[config.mk]
export PLATFORM = sky130hd
export DESIGN_NAME = usr_ctrl_debouncer
export DESIGN_NICKNAME = d
export VERILOG_FILES = /design/src/rtl/usr_ctrl_debouncer.sv
export SDC_FILE = /design/constraint.sdc
export NUM_CORES = 1
export LEC_CHECK = 0
export BUFFER_PORTS_ARGS = -buffer_cell sky130_fd_sc_hd__buf_2
export CORE_MARGIN = 4
export CORE_UTILIZATION = 48
export CTS_CLUSTER_DIAMETER = 200
export CTS_CLUSTER_SIZE = 12
export DETAILED_ROUTE_END_ITERATION = 6
export PLACE_DENSITY = 0.65
export SLEW_MARGIN = 10
export SYNTH_ARGS = -nofsm -noshare
export SYNTH_HDL_FRONTEND = slang
export SYNTH_SLANG_ARGS = --single-unit
export TNS_END_PERCENT = 100
[constraint.sdc]
create_clock -name clk -period 5.3 [get_ports clk]
set_clock_uncertainty 0.2 [all_clocks]
set_input_delay 1.325 -clock clk [delete_from_list [all_inputs] [get_ports clk]]
set_output_delay 1.325 -clock clk [all_outputs]
set_load 0.005 [all_outputs]
[src/rtl/usr_ctrl_debouncer.sv]
// Pushbutton/switch front end for the universal shift register: synchronises and
// debounces three buttons and turns each accepted press into a one-cycle ctrl code with d.
module usr_ctrl_debouncer #(
    parameter int unsigned N            = 8,
    parameter int unsigned STABLE_TICKS = 1000000
) (
    input  logic         clk,
    input  logic         rst,
    input  logic         btn_left,
    input  logic         btn_right,
    input  logic         btn_load,
    input  logic [N-1:0] sw,
    output logic [1:0]   ctrl,
    output logic [N-1:0] d,
    output logic [2:0]   db_level
);

    localparam int unsigned   CW       = $clog2(STABLE_TICKS + 1);
    localparam logic [CW-1:0] CNT_TERM = CW'(STABLE_TICKS - 1);
    localparam logic [CW-1:0] CNT_ONE  = CW'(1);

    typedef enum logic [1:0] {
        ZERO,
        WAIT1,
        ONE,
        WAIT0
    } db_state_t;

    logic [2:0]    btn_raw;
    logic [2:0]    btn_m;
    logic [2:0]    btn_s;
    logic [N-1:0]  sw_m;
    logic [N-1:0]  sw_s;

    db_state_t     state    [3];
    db_state_t     state_nx [3];
    logic [CW-1:0] cnt      [3];
    logic [CW-1:0] cnt_nx   [3];
    logic [2:0]    rise;
    logic [1:0]    ctrl_nx;

    // Bit order {load, right, left} matches db_level.
    assign btn_raw = {btn_load, btn_right, btn_left};

    always_ff @(posedge clk) begin
        if (rst) begin
            btn_m <= '0;
            btn_s <= '0;
            sw_m  <= '0;
            sw_s  <= '0;
        end else begin
            btn_m <= btn_raw;
            btn_s <= btn_m;
            sw_m  <= sw;
            sw_s  <= sw_m;
        end
    end

    always_ff @(posedge clk) begin
        for (int unsigned i = 0; i < 3; i++) begin
            if (rst) begin
                state[i] <= ZERO;
                cnt[i]   <= '0;
            end else begin
                state[i] <= state_nx[i];
                cnt[i]   <= cnt_nx[i];
            end
        end
    end

    always_comb begin
        rise = '0;
        for (int unsigned i = 0; i < 3; i++) begin
            state_nx[i] = state[i];
            cnt_nx[i]   = cnt[i];
            unique case (state[i])
                ZERO: begin
                    if (btn_s[i]) begin
                        state_nx[i] = WAIT1;
                        cnt_nx[i]   = CNT_ONE;
                    end
                end
                WAIT1: begin
                    if (!btn_s[i]) begin
                        state_nx[i] = ZERO;
                        cnt_nx[i]   = '0;
                    end else if (cnt[i] == CNT_TERM) begin
                        state_nx[i] = ONE;
                        cnt_nx[i]   = '0;
                        rise[i]     = 1'b1;
                    end else begin
                        cnt_nx[i] = cnt[i] + CNT_ONE;
                    end
                end
                ONE: begin
                    if (!btn_s[i]) begin
                        state_nx[i] = WAIT0;
                        cnt_nx[i]   = CNT_ONE;
                    end
                end
                WAIT0: begin
                    if (btn_s[i]) begin
                        state_nx[i] = ONE;
                        cnt_nx[i]   = '0;
                    end else if (cnt[i] == CNT_TERM) begin
                        state_nx[i] = ZERO;
                        cnt_nx[i]   = '0;
                    end else begin
                        cnt_nx[i] = cnt[i] + CNT_ONE;
                    end
                end
                default: begin
                    state_nx[i] = ZERO;
                    cnt_nx[i]   = '0;
                end
            endcase
        end
    end

    always_comb begin
        db_level = '0;
        for (int unsigned i = 0; i < 3; i++) begin
            db_level[i] = (state[i] == ONE) || (state[i] == WAIT0);
        end
    end

    // Fixed priority; simultaneous lower-priority rises are dropped.
    always_comb begin
        ctrl_nx = 2'b00;
        if (rise[2]) begin
            ctrl_nx = 2'b11;
        end else if (rise[0]) begin
            ctrl_nx = 2'b01;
        end else if (rise[1]) begin
            ctrl_nx = 2'b10;
        end
    end

    always_ff @(posedge clk) begin
        if (rst) begin
            ctrl <= 2'b00;
            d    <= '0;
        end else begin
            ctrl <= ctrl_nx;
            if (ctrl_nx != 2'b00) begin
                d <= sw_s;
            end
        end
    end

endmodule
==> results by group <==
Run status
  • Status: completed

Place
  • Placed Instances: 640
  • Routability cong.: ~0.75
  • PortBufs: 25
  • Hpwl dp: 6183 µm

Layout
  • Share of cells above drive strength 1: 10.95%
  • Antenna diode count: 0
  • Finished Layout Cells: 656
  • Final nets: 559
  • Layout area overhead: 9.070%

Min path
  • Hold Path Class: flop to flop

Timing
  • Final Cycle Share: between 50% and 60%
  • Final Hold Vio Count: 0
  • Rel. slew slack: 25.68%
  • Min Tclk post-route: 2.940 ns
  • Final Hold Slack: between 0.2 and 0.25 ns
  • Max Freq: 340.1 MHz
  • Worst-Margin Slew: 1.106 ns
  • Setup violations, final: 0
  • RSZ-0062 raised after global routing: false
  • Setup_tns: 0 ns
  • Max Slew Vio Count: 0

Die
  • Die width: between 100 and 150 µm
  • # rows: 34
  • Die area: 10890 µm²
  • Initial Util: about half
  • Die extent in y: approximately 100 µm
  • Top Ports: 26
  • Core Region: approximately 8900 µm²

Synth
  • Ys async rst share: 0%
  • Post-Synthesis Cells: 530
  • Leading register cell type out of synthesis: dfxtp_1
  • Post-synth EDFFs: 0
  • Post-synth cell types: 53
  • Seq/Total Area, Yosys: between 40 and 50%
  • Syn Area/Cell: 8.407 µm²
  • Synth Warn #: 0
  • Synthesized area: roughly 4500 µm²
  • Post-Syn Nets: 546
  • Flops & latches, synth: 98

CTS
  • Buffer levels on the longest clock path: 2
  • Clock Root Buffer: clkbuf_8
  • CTS tree: done
  • Post_cts resized: 0
  • Htree depth: 3
  • Clock Latency Late Sink: 0.37 ns
  • Clock sinks: 98
  • Post CTS Setup Buffer Count: 0
  • Register clock-pin slew on the reported worst setup and hold paths: 0.11 ns
  • CTS buffer count: 9
  • CTS Hold Bufs: 0

Pwr
  • Leak: 1.687 nW
  • Worst VDD drop: 152.2 µV
  • Cell area power density: 264.6 nW/µm²
  • Power, Total: 1.286 mW

GRT
  • GRT Util Overall: 16.90%
  • Vias in the first global route: 3372
  • Largest net degree at the start of global routing: 44
  • Grt total ovfl: 0
  • First-pass GRT wire length: 15580 µm
  • Antenna violations before repair: 0

Detailed routing
  • Number of remaining DRC errors: 0
  • DRT Wirelength: 9055 µm
  • First DRT Iteration DRCs: 168
  • Vias per cell: 5.768
  • WL per Instance: about 14 µm
  • Final ANT Viol Nets: 0
  • Pre-antenna DRT Iters: 5
  • Via count: 3784

Worst setup path
  • Crit path required time: 5.37 ns
  • Element type at the critical path start: input port
  • Crit path capture type: flop
  • Critical path class: input port to flop
  • WP data arrival: 3.01 ns
  • Critical path fanouts, max: 43

Run
  • MaxCap Viol Count: 0
-- metrics by stage --
step	setup WS [ns]	util (%)	area, µm²
floorplan	2.528	-	4456
global placement	2.042	52.29	4649
detailed placement	2.003	52.29	4649
CTS	2.391	54.60	4855
global route	2.178	54.66	4860
finish	2.360	54.66	4860
-- registers in the layout, indices dropped and copies added, names as in the netlist, named ones only --
register,cells
btn_m,3
btn_s,3
cnt,60
ctrl,2
d,8
state,3
sw_m,8
sw_s,8
-- logic make-up after synthesis --
logic type / synth area share [%]
buffers and inverters: 3.426
flip-flops: 44.03
multiplexers: 2.920
XOR/XNOR: 1.572
adder cells (fa/ha/maj): 0.8425
AND/OR/NAND/NOR: 30.72
AO/OA/AOI/OAI: 16.48
-- power breakdown --
part           total [mW]  switching (mW)  internal [mW]  leakage, nW
sequential          0.754         0.00720          0.747        0.795
clock               0.484           0.296          0.188        0.103
combinational      0.0476          0.0304         0.0172        0.789
total                1.29           0.333          0.952         1.69
-- cell type report --
type / instances / area (µm²)
clock inverter: 7 / 81.33
sequential: 98 / 1962
inverter: 11 / 41.29
tap: 108 / 135.1
fill: 847 / 4031
multi-input combinational: 394 / 2361
timing repair buffer: 29 / 155.1
clock buffer: 9 / 123.9
-- critical path, cell delays in order --
cell and delay, ns:
buf_2 0.60, inv_2 0.37, nand2_1 0.35, o21ai_0 0.15, a22o_1 0.19
-- worst paths after layout --
| kind | slack (ns) | depth (start not counted) | end | startpoint |
|---|---|---|---|---|
| worst min register to register | 0.25 | 1 | sw_s[1]$_SDFF_PP0_ | sw_m[1]$_SDFF_PP0_ |
| worst max register to register | 2.82 | 5 | d[5]$_SDFFE_PP0P_ | cnt[1][11]$_SDFFE_PP0P_ |
| worst min-delay path | 0.25 | 1 | sw_s[1]$_SDFF_PP0_ | sw_m[1]$_SDFF_PP0_ |
| worst max-delay path | 2.36 | 5 | cnt[1][5]$_SDFFE_PP0P_ | rst |
-- layer usage --
metal  global-route usage [%]  wire length (µm)
met1                    23.04              4357
met2                    26.85              4135
met3                    3.538               436
met4                    5.128               124
met5                        0                 0
-- synthesized netlist by cell type, types with 2 or more instances --
cell,number,area share (%)
buf_2,8,0.90
or3b_1,2,0.39
nor2_1,32,2.7
nor2b_1,25,3.5
nor4_1,5,0.70
nand2_1,67,5.6
a22o_1,6,1.2
a22oi_1,4,0.67
o21ai_0,18,2.0
o21ai_1,2,0.22
a31oi_1,27,3.8
nor4_2,3,0.84
a211o_1,2,0.39
nand3_1,46,5.2
a211oi_1,4,0.67
mux2i_1,13,2.9
inv_1,10,0.84
and3_1,12,1.7
dfxtp_1,98,44
clkbuf_1,17,1.4
nor4b_1,2,0.39
xnor2_1,4,0.79
nand4_1,14,2.0
buf_1,2,0.17
nand4b_1,4,0.79
ha_1,3,0.84
a21o_1,4,0.67
nor3_1,9,1.0
a41oi_1,3,0.59
o31ai_1,2,0.34
a21oi_1,37,4.2
nand3b_1,3,0.51
and4_1,2,0.39
xor2_1,4,0.79
or3_1,10,1.4
nand2b_1,9,1.3
-- layout by cell type, fill, tap and decap left out, types with 5 or more instances in the layout --
cell      instances
a22o_1            6
a21oi_1          37
nor4_1            5
buf_2            25
nand2b_1          9
nor2_1           32
nor2b_1          25
nor3_1            8
or3_1            10
inv_1            10
nand3_1          46
mux2i_1          13
nand4_1          14
nand2_1          67
o21ai_0          18
clkbuf_8          9
dfxtp_1          98
a31oi_1          27
and3_1           12
Power figures use the tool's default switching activity.
